--- src/rtl/fp_sb_pkg.sv ---
// Shared types and constants for the FP scoreboard / forwarding unit.
package fp_sb_pkg;

  // Operand source selection returned to the ID stage for each source.
  typedef enum logic [1:0] {
    FWD_RF = 2'b00,  // read the register file
    FWD_WB = 2'b01   // take the value from the writeback bus this cycle
  } fwd_sel_e;

  // Longest FP unit latency in the default configuration.
  localparam int DEF_MAX_LAT = 8;

  // Issue-to-writeback latencies of the FP execution units.
  localparam int LAT_FADD = 3;
  localparam int LAT_FMUL = 4;
  localparam int LAT_FMA  = 5;
  localparam int LAT_FDIV = 8;

endpackage

--- src/rtl/fp_scoreboard_forwarding_unit_entry.sv ---
// One architectural register's in-flight state: a pending bit plus a
// countdown that reaches zero in the cycle the result is on the writeback bus.
module fp_sb_entry #(
  parameter int CNT_W = 4
) (
  input  logic             clk,
  input  logic             rst,
  input  logic             set,
  input  logic [CNT_W-1:0] set_cnt,
  output logic             pending,
  output logic [CNT_W-1:0] cnt
);

  logic             pending_reg;
  logic [CNT_W-1:0] cnt_reg;

  // A new issue overrides the clear/decrement of the current occupant.
  always_ff @(posedge clk) begin
    if (rst) begin
      pending_reg <= 1'b0;
      cnt_reg     <= '0;
    end else if (set) begin
      pending_reg <= 1'b1;
      cnt_reg     <= set_cnt;
    end else if (pending_reg) begin
      if (cnt_reg == '0) begin
        pending_reg <= 1'b0;
      end else begin
        cnt_reg <= cnt_reg - CNT_W'(1);
      end
    end
  end

  assign pending = pending_reg;
  assign cnt     = cnt_reg;

endmodule

--- src/rtl/fp_scoreboard_forwarding_unit.sv ---
// Scoreboard for variable-latency FP units: tracks in-flight destinations,
// books the single writeback port, and gives ID a ready flag plus per-source
// forwarding selects.
module fp_scoreboard_forwarding_unit
  import fp_sb_pkg::*;
#(
  parameter int NUM_REGS       = 32,
  parameter int REG_AW         = 5,
  parameter int NUM_SRC        = 3,
  parameter int MAX_LAT        = DEF_MAX_LAT,
  parameter int CNT_W          = $clog2(MAX_LAT + 1),
  parameter int ZERO_HARDWIRED = 0
) (
  input  logic                      clk,
  input  logic                      rst,
  input  logic                      id_valid,
  input  logic [NUM_SRC*REG_AW-1:0] id_src,
  input  logic [NUM_SRC-1:0]        id_src_used,
  input  logic [REG_AW-1:0]         id_rd,
  input  logic                      id_rd_wr,
  input  logic [CNT_W-1:0]          id_lat,
  output logic                      id_ready,
  output logic [NUM_SRC*2-1:0]      id_fwd_sel,
  input  logic                      wb_valid,
  input  logic [REG_AW-1:0]         wb_rd,
  output logic                      sb_busy,
  output logic                      sb_err
);

  genvar gi;

  logic [NUM_REGS-1:0] pending;
  logic [CNT_W-1:0]    cnt [NUM_REGS];
  logic [NUM_REGS-1:0] set_vec;
  logic [NUM_SRC-1:0]  raw_vec;

  // Bit k of slot_reg: the writeback port is booked k cycles from now.
  // Bit 0 therefore means a result is due on the bus in the current cycle.
  logic [MAX_LAT:0] slot_reg;
  logic [MAX_LAT:0] slot_next;
  logic [MAX_LAT:0] issue_vec;
  logic             err_reg;

  logic             lat_bad;
  logic [CNT_W-1:0] eff_lat;
  logic             rd_tracked;
  logic             waw_hit;
  logic             struct_hit;
  logic             fire;
  logic             issue;
  logic             wb_due;
  logic             err_next;

  // Out-of-range latencies run as the slowest unit so the booking stays sane.
  assign lat_bad = (id_lat == '0) || (int'(id_lat) > MAX_LAT);
  assign eff_lat = lat_bad ? CNT_W'(MAX_LAT) : id_lat;

  // With a hardwired f0 a write to it books nothing and tracks nothing.
  assign rd_tracked = id_rd_wr && !((ZERO_HARDWIRED != 0) && (id_rd == '0));

  // The new write must finish strictly after the older one to the same rd.
  assign waw_hit    = rd_tracked && pending[id_rd] &&
                      (cnt[id_rd] >= (eff_lat - CNT_W'(1)));
  assign struct_hit = rd_tracked && slot_reg[eff_lat];

  // Per-source lookup: forward in the completion cycle, stall before it.
  for (gi = 0; gi < NUM_SRC; gi++) begin : g_src
    logic [REG_AW-1:0] idx;
    logic              live;
    assign idx  = id_src[gi*REG_AW +: REG_AW];
    assign live = id_src_used[gi] && pending[idx] &&
                  !((ZERO_HARDWIRED != 0) && (idx == '0));
    assign raw_vec[gi] = live && (cnt[idx] != '0);
    assign id_fwd_sel[gi*2 +: 2] = (live && (cnt[idx] == '0)) ? FWD_WB : FWD_RF;
  end

  assign id_ready = !(|raw_vec) && !waw_hit && !struct_hit;
  assign fire     = id_valid && id_ready;
  assign issue    = fire && rd_tracked;

  // One countdown entry per architectural register.
  for (gi = 0; gi < NUM_REGS; gi++) begin : g_entry
    assign set_vec[gi] = issue && (id_rd == REG_AW'(gi));
    fp_sb_entry #(.CNT_W(CNT_W)) u_entry (
      .clk     (clk),
      .rst     (rst),
      .set     (set_vec[gi]),
      .set_cnt (eff_lat - CNT_W'(1)),
      .pending (pending[gi]),
      .cnt     (cnt[gi])
    );
  end

  // Book the slot L cycles out, then age every booking by one cycle.
  always_comb begin
    issue_vec = '0;
    if (issue) begin
      issue_vec[eff_lat] = 1'b1;
    end
    slot_next = (slot_reg | issue_vec) >> 1;
  end

  assign wb_due = slot_reg[0];

  // Protocol errors: bad latency on a write, a writeback nobody booked or for
  // an idle register, and a booked slot that passes with an empty bus. A
  // register overwritten by a later WAW issue legitimately sees the older
  // result while its own countdown is still running, so the writeback is
  // judged against the booking rather than that register's count.
  always_comb begin
    err_next = err_reg;
    if (fire && id_rd_wr && lat_bad) err_next = 1'b1;
    if (wb_valid && (!pending[wb_rd] || !wb_due)) err_next = 1'b1;
    if (wb_due && !wb_valid) err_next = 1'b1;
  end

  // Slot bookings and the sticky error flag.
  always_ff @(posedge clk) begin
    if (rst) begin
      slot_reg <= '0;
      err_reg  <= 1'b0;
    end else begin
      slot_reg <= slot_next;
      err_reg  <= err_next;
    end
  end

  assign sb_busy = |pending;
  assign sb_err  = err_reg;

endmodule

--- config.mk ---
export PLATFORM = sky130hd
export DESIGN_NAME = fp_scoreboard_forwarding_unit
export DESIGN_NICKNAME = d
export VERILOG_FILES = /design/src/rtl/fp_sb_pkg.sv /design/src/rtl/fp_scoreboard_forwarding_unit_entry.sv /design/src/rtl/fp_scoreboard_forwarding_unit.sv
export SDC_FILE = /design/constraint.sdc
export NUM_CORES = 1
export LEC_CHECK = 0
export CAP_MARGIN = 20
export CORE_MARGIN = 5
export CORE_UTILIZATION = 50
export CTS_CLUSTER_DIAMETER = 30
export DETAILED_ROUTE_END_ITERATION = 6
export PLACE_DENSITY = 0.7
export SKIP_LAST_GASP = 1
export SLEW_MARGIN = 20
export SYNTH_ARGS = -nofsm -noshare
export SYNTH_HDL_FRONTEND = slang
export SYNTH_SLANG_ARGS = --single-unit
--- constraint.sdc ---
create_clock -name clk -period 5.5 [get_ports clk]
set_input_delay 0.825 -clock clk [delete_from_list [all_inputs] [get_ports clk]]
set_output_delay 0.825 -clock clk [all_outputs]
set_load 0.05 [all_outputs]
==> flow_metrics.py, run 1 <==
metrics = {
    "grt": {
        "grt_pass1_wl_um": 61700,
        "track_usage_pct": 27.1,
        "grt_overflow": 0,
        "grt_pass1_vias": 10600,
        "grt_max_degree": 61,
        "antenna_found_initial": 0,
    },
    "synth": {
        "yosysWarningCount": 0,
        "async_reset_ff_share_pct": 0,
        "synth-seq-cells": 169,
        "syn-cell-area_um2": 13000,
        "synthFlopType": "dfxtp_1",
        "synth_edf_count": 0,
        "ys_types": 67,
        "yosysSeqAreaShare_pct": 26.0,
        "synth_area_per_cell_um2": 9.61,
        "synthCells": 1355,
    },
    "critical_path": {
        "cp_slowest_cell": "buf_2",
        "endpoint": "id_ready",
        "cp-end-kind": "output pin",
        "r2r-end": "g_entry[19].u_entry.cnt[2]",
        "worstSetupPathType": "in2out",
        "cp_num_buf_inv": 2,
        "crit_chain": "buf_2 > mux4_2 > mux4_2 > mux2_2 > ha_1 > a21boi_0 > o21ai_0 > a21oi_1 > a31oi_4 > and3_2 > buf_12",
        "cp-startpoint": "id_rd[0]",
        "crit_top_cell": "mux4_2",
        "reg2reg_from": "g_entry[19].u_entry.cnt[1]",
        "required_ns": 4.68,
        "worst-r2r-setup-slack_ns": 1.38,
        "cpPeakStageDelay_ns": 0.65,
        "cp_max_fo": 27,
        "crit_cells": 11,
        "cp-start-kind": "primary input",
        "cp_top_family": "multiplexers",
        "cp.arrival_ns": 4.33,
        "reg2reg_depth": 11,
    },
    "sta": {
        "hold_violations": 0,
        "setup_violations": 0,
        "rsz0062_at_grt": "no",
        "finClkSkew_ns": 0.0108,
        "worstMarginPinSlew_ns": 1.08,
        "slew_headroom_pct": 26.2,
        "setup-tns-final_ns": 0,
        "report.final.slew_viol_count": 0,
        "period_needed_ns": 5.15,
        "post-route-period-util_pct": 93.7,
        "timing.fmax_mhz": 194,
    },
    "min_path": {
        "hold_depth": 1,
        "hold_class": "reg2reg",
    },
    "floorplanning": {
        "design.core.area_um2": 25800,
        "rows": 59,
        "die_area_um2": 29400,
        "start_util_pct": 50.4,
        "dieWidth_um": 171,
        "die_h_um": 171,
        "io_pins": 46,
    },
    "routing": {
        "routed_wl_um": 39700,
        "via_per_inst": 6.53,
        "first_iter_violations": 1356,
        "drt-pass1-iter-count": 6,
        "vias": 11300,
        "postRouteAntennaNets": 0,
        "drc": 0,
        "wl_per_cell_um": 23.0,
    },
    "clock_network": {
        "clk_latency_ns": 0.44,
        "holdBufCountCts": 0,
        "cts_tree": "yes",
        "clockRootBuffer": "clkbuf_16",
        "postCtsSetupBuffers": 0,
        "clkTransAtPathRegs_ns": 0.07,
        "cts_sinks": 169,
        "cts_buffers": 17,
        "clockBufferDepth": 2,
        "htree_levels": 4,
        "cts_resized": 0,
    },
    "place": {
        "place_congestion": 0.973,
        "port_buffers": 42,
        "hpwl_um": 28800,
        "place_area_um2": 13700,
    },
    "layout": {
        "stdcell_area_um2": 14300,
        "drive_above_1_share_pct": 19.3,
        "largest_reg_flops": 128,
        "diodes": 0,
        "area_growth_pct": 9.92,
        "nNetsFinal": 1453,
    },
    "pwr": {
        "ir_drop_v": 0.000221,
        "leakage_uw": 0.00574,
        "power.density_nw_per_um2": 195,
    },
    "flow_run": {
        "maxCapViolCount": 0,
    },
    "run_status": {
        "outcome": "finished clean",
    },
}
-- worst min path at each step --
stage                start     endpoint  slack, ns
2_1_floorplan  slot_reg[2]  slot_reg[1]       0.42
3_3_place_gp   slot_reg[5]  slot_reg[4]       0.44
3_5_place_dp   slot_reg[5]  slot_reg[4]       0.44
4_1_cts        slot_reg[5]  slot_reg[4]       0.46
5_1_grt        slot_reg[5]  slot_reg[4]       0.48
6_report       slot_reg[5]  slot_reg[4]       0.45
-- cells by family (layout without fill, tap and decap cells) --
kind of cell               Yosys count  in the layout  synth area share, %
muxes                              225            225                 28.8
xor gates and xnor gates            90             90                 6.05
buffers and inverters              154            186                 5.36
DFF                                169            169                 26.0
other                                2              4               0.0577
AOI/OAI and AO/OA                  146            146                 7.14
and+or+nand+nor                    529            529                 22.8
adders and majority gates           40             40                 3.84
-- final cells by class --
class	count	area (um^2)
fillers	2234	11500
multi-input cells	1034	8970
flip-flops and latches	169	3380
repair buffers	74	666
clock buffers	18	429
well taps	335	419
inverters	80	300
clock inverters	14	153
-- per-stage QoR --
step	util, %	hold slack (ns)	total power [uW]	setup WS, ns	std cells
floorplan	-	0.419	1470	0.0964	1357
global placement	53.2	0.437	1590	0.305	1692
detailed placement	53.2	0.438	1590	0.261	1692
CTS	55.4	0.455	2800	0.416	1724
global route	55.4	0.483	2880	0.199	1724
finish	55.4	0.452	2800	0.346	1724
-- cells in the final DEF (no fill, tap or decap), types with 37 or more instances in the layout --
cell type	instances
ha_1	40
a21oi_1	60
dfxtp_1	169
inv_1	78
xnor2_1	41
xor2_1	49
mux2i_1	68
nand2_1	163
nor2_1	128
clkdlybuf4s50_1	37
mux4_2	105
nor4_1	59
-- worst reg2reg max path, stage by stage, from the launching register on --
cell and delay, ns:
dfxtp_1 0.38, mux4_2 0.54, mux4_2 0.51, mux2_2 0.29, ha_1 0.30, a21boi_0 0.12
o21ai_0 0.19, a21oi_1 0.14, a31oi_4 0.23, buf_4 0.51, nand4_1 0.43, mux2_2 0.37
-- cell usage after synthesis (6+ instances only) --
cell,count,area [um^2]
dfxtp_1,169,3380
nand2_1,164,616
nor2_1,130,488
mux4_2,105,2360
inv_1,79,297
mux2i_1,68,681
a21oi_1,60,300
nor4_1,59,369
clkbuf_1,49,184
xor2_1,49,429
xnor2_1,41,359
ha_1,40,500
and3_1,33,206
o21ai_0,32,160
nand3_1,26,130
nand4_4,26,553
mux2_2,23,259
mux2_4,23,345
nor3_1,15,75.1
nand4_1,13,81.3
nor2b_1,11,68.8
or2_2,10,62.6
a211oi_1,9,67.6
nor3b_1,9,67.6
nand2b_1,8,50.1
o41ai_1,8,70.1
or4_1,8,60.1
buf_4,7,52.6
a311oi_1,6,52.6
buf_2,6,30.0
-- report_power, final --
part	leakage, uW	switching (uW)	internal [uW]	total (uW)
sequential	0.00136	10.1	1230	1240
combinational	0.00409	208	120	328
clock	0.000288	582	646	1230
-- metal layers --
metal  vias up  wire length [um]  GRT usage, %
met5         -                 0             0
met4         0              1250          8.27
met3       102              4430          7.08
met2       672             18100          43.1
met1      5455             16000          36.3
li1       5034                 -             -
No activity file was read; power rests on OpenSTA's default activity.
==> run 2: changes to the inputs <==
CORE_UTILIZATION = 57   (was 50)
HOLD_SLACK_MARGIN = 0.08   (was unset)
PLACE_DENSITY = 0.78   (was 0.7)
==> run 2 against run 1 <==
  * Non-clock buffer count unchanged
  * Critical path type unchanged
  * Critical endpoint unchanged
  * Clock-buffer cell count increased by 1
  * Sequential power about the same
  * Fmax increased by 1.5%
  * Wire length decreased by 1.2%
  * Clock skew increased by 0.0065 ns
  * Die area decreased by 12%
==> flow_metrics.py, run 2 (synthesis results as in run 1) <==
metrics = {
    "routing": {
        "topRoutingLayerUsed": "met4",
        "wl_met1_um": 14700,
        "dr_wl_met3_um": 5110,
        "postRouteAntennaNets": 0,
        "first_iter_violations": 1619,
        "wl_per_cell_um": 23.4,
        "met2_length_um": 17200,
        "drt-pass1-iter-count": 6,
        "routed_wl_um": 39200,
        "vias": 11500,
        "via_per_inst": 6.85,
        "drc": 0,
    },
    "sta": {
        "worst_slack_ns": 0.423,
        "report.final.slew_viol_count": 0,
        "rsz0062_at_grt": "no",
        "finClkSkew_ns": 0.0173,
        "worstMarginPinSlew_ns": 1.04,
        "setup_violations": 0,
        "hold_violations": 0,
        "post-route-period-util_pct": 92.3,
        "timing.fmax_mhz": 197,
        "worst_hold_slack_ns": 0.455,
        "period_needed_ns": 5.08,
        "slew_headroom_pct": 29.8,
        "setup-tns-final_ns": 0,
    },
    "layout": {
        "diodes": 0,
        "finalNonFillerCells": 1674,
        "largest_reg_flops": 128,
        "area_growth_pct": 9.26,
        "layout_common_cells": "169 x dfxtp_1, 164 x nand2_1, 128 x nor2_1",
        "layout_commonest_cell": "dfxtp_1",
        "nNetsFinal": 1453,
        "final_util_pct": 63.0,
        "drive_above_1_share_pct": 19.3,
    },
    "clock_network": {
        "htree_levels": 4,
        "cts_buffers": 17,
        "holdBufCountCts": 0,
        "clockBufferDepth": 2,
        "postCtsSetupBuffers": 0,
        "clkTransAtPathRegs_ns": 0.07,
        "cts_resized": 0,
        "cts_tree": "yes",
        "clockRootBuffer": "clkbuf_16",
        "cts_sinks": 169,
        "clk_latency_ns": 0.44,
    },
    "min_path": {
        "hold_class": "reg2reg",
        "hold_depth": 2,
    },
    "flow_run": {
        "maxCapViolCount": 0,
    },
    "pwr": {
        "ir_drop_v": 0.000189,
        "leakage_uw": 0.00573,
        "power.density_nw_per_um2": 194,
    },
    "grt": {
        "grt_pass1_vias": 11100,
        "antenna_found_initial": 0,
        "grt_pass1_wl_um": 62000,
        "track_usage_pct": 30.1,
        "grt_max_degree": 56,
        "grt_overflow": 0,
    },
    "critical_path": {
        "cp-end-kind": "output pin",
        "cp_max_fo": 19,
        "worstSetupPathType": "in2out",
        "cp.arrival_ns": 4.25,
        "reg2reg_depth": 8,
        "cp-start-kind": "primary input",
        "required_ns": 4.68,
    },
    "floorplanning": {
        "io_pins": 46,
        "start_util_pct": 57.7,
        "dieWidth_um": 161,
        "die_area_um2": 26000,
        "die_h_um": 161,
        "rows": 55,
        "design.core.area_um2": 22600,
    },
    "place": {
        "dp_cells": 1642,
        "hpwl_um": 28400,
        "place_congestion": 1.02,
        "port_buffers": 42,
        "preCtsSetupSlack_ns": 0.392,
    },
    "run_status": {
        "outcome": "finished clean",
    },
}
[run 2: changes by cell type in the layout (fill, tap and decap cells not counted), sizes merged]
cell,delta
clkbuf,+1
clkinv,+3
clkinvlp,+2
inv,-6
[run 2: final timing paths]
kind | slack (ns) | startpoint | end
max | 0.42 | id_rd[0] | id_ready
min | 0.46 | slot_reg[2] | slot_reg[1]
max reg2reg | 1.58 | g_entry[14].u_entry.cnt[1] | g_entry[19].u_entry.cnt[2]
min reg2reg | 0.46 | slot_reg[2] | slot_reg[1]
[run 2: where the power goes]
part / switching (uW) / leakage (uW) / total (uW) / internal (uW)
clock: 551 / 0.000281 / 1200 / 652
combinational: 206 / 0.00408 / 324 / 119
sequential: 10.1 / 0.00136 / 1240 / 1230
total: 767 / 0.00573 / 2770 / 2000
[run 2: through the flow]
stage | area, um^2 | total power, uW
3_3_place_gp | 13700 | 1580
4_1_cts | 14200 | 2770
3_5_place_dp | 13700 | 1580
6_report | 14200 | 2770
2_1_floorplan | 13000 | 1470
5_1_grt | 14200 | 2840
[run 2: worst max-delay path: stages]
cell	delay (ns)
buf_2	0.58
buf_4	0.37
mux4_2	0.53
mux4_2	0.51
mux2_2	0.29
ha_1	0.27
o21ai_0	0.08
a21oi_1	0.22
a31oi_4	0.12
and3_2	0.28
buf_12	0.16
[run 2: routing by layer]
| metal | global-route usage, % | up-vias |
|---|---|---|
| met5 | 0 | - |
| met4 | 14.3 | 0 |
| met3 | 8.27 | 179 |
| met2 | 46.7 | 802 |
| met1 | 39.1 | 5456 |
| li1 | - | 5030 |
[run 2: area by class of cell]
cell class / count / area, um^2
multi-input cells: 1034 / 8960
fillers: 1775 / 8340
flip-flops and latches: 169 / 3380
repair buffers: 74 / 653
clock buffers: 19 / 453
well taps: 285 / 357
inverters: 80 / 300
clock inverters: 13 / 120
==> run 3: changes to the inputs <==
ABC_AREA = 1   (was unset)
CTS_CLUSTER_SIZE = 14   (was unset)
==> run 3 against run 2 <==
  * Highest routed layer unchanged
  * Design area rose by 8.4%
  * Hold slack better by 0.0043 ns
  * Clock power up 7%
  * Non-clock buffer count rose by 12
  * Sequential cell count stayed put
  * The run now ends with DRC left
  * Synthesized cell count increased by 70%
  * Synthesized area is 8.5% higher
  * Via count increased by 45%
  * Sequential power about the same
  * Sequential share of layout area decreased by 1.8 points
  * Global-route usage is 6.8 points higher
  * Critical endpoint unchanged
==> flow_metrics.py, run 3 <==
metrics = {
    "run_status": {
        "outcome": "complete, but fails checks",
        "violations": "DRC",
    },
    "critical_path": {
        "crit_cells": 20,
        "reg2reg_from": "g_entry[27].u_entry.cnt[1]",
        "cpPeakStageDelay_ns": 0.59,
        "cp_num_buf_inv": 5,
        "cp_max_fo": 14,
        "required_ns": 4.68,
        "cp-end-kind": "output pin",
        "reg2reg_depth": 23,
        "cp_top_family": "buffers and inverters",
        "cp_slowest_cell": "clkdlybuf4s50_1",
        "cp.arrival_ns": 4.49,
        "worstSetupPathType": "in2out",
        "crit_chain": "clkdlybuf4s50_1 > nand2_2 > buf_6 > inv_2 > a221oi_1 > o22ai_1 > a221oi_1 > nand2_1 > o21ai_0 > ha_1 > o211ai_1 > nand3_1 > nand2_1 > inv_1 > o21ai_1 > nor2_1 > nor2_1 > nand2_2 > nor2_8 > buf_12",
        "cp-startpoint": "id_rd[0]",
        "cp-start-kind": "primary input",
    },
    "routing": {
        "postRouteAntennaNets": 0,
        "vias": 16600,
        "drt-pass1-iter-count": 7,
        "routed_wl_um": 53500,
        "first_iter_violations": 2373,
        "drc": 11,
        "via_per_inst": 6.33,
        "wl_per_cell_um": 20.4,
    },
    "pwr": {
        "p_switching_uw": 1090,
        "pwr-share-comb_pct": 19.7,
        "power_frac_seq_pct": 39.4,
        "leakage_uw": 0.00650,
        "clockPowerShare_pct": 40.9,
        "ir_drop_v": 0.000235,
        "p_int_uw": 2050,
        "power.density_nw_per_um2": 203,
        "switching_share_pct": 34.7,
    },
    "sta": {
        "setup_violations": 0,
        "post-route-period-util_pct": 96.6,
        "slew_headroom_pct": 35.1,
        "rsz0062_at_grt": "no",
        "worst_slack_ns": 0.187,
        "report.final.slew_viol_count": 0,
        "timing.fmax_mhz": 188,
        "hold_violations": 0,
        "worstMarginPinSlew_ns": 0.974,
        "setup-tns-final_ns": 0,
        "finClkSkew_ns": 0.0160,
        "period_needed_ns": 5.31,
    },
    "synth": {
        "synth_edf_count": 0,
        "syn-cell-area_um2": 14100,
        "yosysWarningCount": 0,
        "async_reset_ff_share_pct": 0,
        "synth_area_leader_cell": "dfxtp_1",
        "synth_common_cells": "581 x nand2_1, 259 x nand3_1, 245 x inv_1, 181 x a21oi_1, 169 x dfxtp_1",
        "synthCells": 2301,
        "ys_types": 37,
        "synth_top_area_share_pct": 23.9,
        "synth.most_common_cell": "nand2_1",
        "synth_area_per_cell_um2": 6.14,
        "synthFlopType": "dfxtp_1",
        "synth_area_leaders": "dfxtp_1 24%, nand2_1 15%, nand3_1 9.2%, inv_1 6.5%, a21oi_1 6.4%",
        "synth-seq-cells": 169,
        "yosysSeqAreaShare_pct": 23.9,
    },
    "min_path": {
        "hold_class": "reg2reg",
        "hp-start": "slot_reg[6]",
        "hold_depth": 2,
    },
    "clock_network": {
        "clkTransAtPathRegs_ns": 0.08,
        "cts_tree": "yes",
        "clk_latency_ns": 0.45,
        "cts_buffers": 17,
        "clockRootBuffer": "clkbuf_16",
        "clockBufferDepth": 2,
        "holdBufCountCts": 0,
        "cts_sinks": 169,
        "htree_levels": 4,
    },
    "layout": {
        "area_growth_pct": 9.11,
        "layout_commonest_cell": "nand2_1",
        "seq_area_um2": 3380,
        "layout_common_cells": "580 x nand2_1, 259 x nand3_1, 243 x inv_1",
        "largest_reg_flops": 128,
        "drive_above_1_share_pct": 7.14,
        "nNetsFinal": 2361,
        "final.fill_count": 2368,
        "multi_input_area_um2": 9210,
    },
    "floorplanning": {
        "design.core.area_um2": 24400,
        "rows": 57,
        "dieWidth_um": 167,
        "die_h_um": 167,
        "io_pins": 46,
        "die_area_um2": 28000,
        "start_util_pct": 58.0,
    },
    "place": {
        "port_buffers": 42,
        "hpwl_um": 37500,
        "preCtsSetupSlack_ns": 0.121,
        "place_congestion": 1.03,
    },
    "grt": {
        "grt_overflow": 0,
        "antenna_found_initial": 0,
        "grt_pass1_wl_um": 83000,
        "track_usage_pct": 36.9,
        "grt_pass1_vias": 15100,
        "grt_max_degree": 84,
    },
    "flow_run": {
        "maxCapViolCount": 0,
    },
}
run 3: cell count changes after synthesis, moves of 52 or more:
cell     delta
mux2i_1    -68
o22ai_1    +52
inv_1     +166
nand4_1    +96
nand2_1   +417
a21oi_1   +121
o21ai_1    +52
nand3_1   +233
mux4_2    -105
nor4_1     -52
run 3: final timing paths:
kind | end | slack, ns
worst min register to register | slot_reg[5] | 0.46
worst min-delay path | slot_reg[5] | 0.46
worst max register to register | g_entry[25].u_entry.cnt[2] | 1.68
worst max-delay path | id_ready | 0.19
run 3: worst min-delay path: stages, from the launching register on:
cell and delay [ns]:
dfxtp_1 0.30, inv_1 0.05, a21oi_1 0.06
run 3: power by group through the flow:
stage | logic (uW) | registers, uW | clock network [uW]
floorplan | 396 | 1270 | 0
global placement | 587 | 1270 | 0
detailed placement | 592 | 1270 | 0
CTS | 595 | 1240 | 1290
global route | 644 | 1240 | 1340
finish | 617 | 1240 | 1280
run 3: metal layers:
metal  share of wire (%)  track usage [%]  vias to the layer above
met3                  13             10.5                      236
met2                  43             56.3                     1146
met4                 5.2             16.8                        0
met1                  39             48.4                     7480
met5                   0                0                        -
li1                    -                -                     7737
run 3: kinds of logic after synthesis:
logic type | share of synthesized area, %
AOI/OAI and AO/OA | 16.6
xor gates and xnor gates | 3.28
adders and majority gates | 3.54
buffers and inverters | 11.2
DFF | 23.9
other | 0.0531
and+or+nand+nor | 41.4
run 3: what timing repair did:
item                       in CTS  in global routing
gates resized for setup         0                  4
setup endpoints to repair       0                  1
buffers inserted                0                  0
run 3: layout make-up:
cell class / instances / share of cell area, %
timing repair buffer: 86 / 5.51
inverter: 257 / 6.27
tap: 324 / 2.63
antenna: 2 / 0.0324
clock inverter: 14 / 1.14
multi-input combinational: 1753 / 59.7
sequential: 169 / 21.9
clock buffer: 17 / 2.76
run 3: stage by stage:
step	instance area [um^2]	power [uW]	hold WS [ns]	util, %	std cells
finish	15400	3140	0.459	63.2	2622
global route	15400	3230	0.480	63.2	2620
CTS	15400	3120	0.467	63.2	2620
detailed placement	14800	1860	0.454	60.7	2589
global placement	14800	1850	0.436	60.7	2589
floorplan	14100	1660	0.427	-	2303
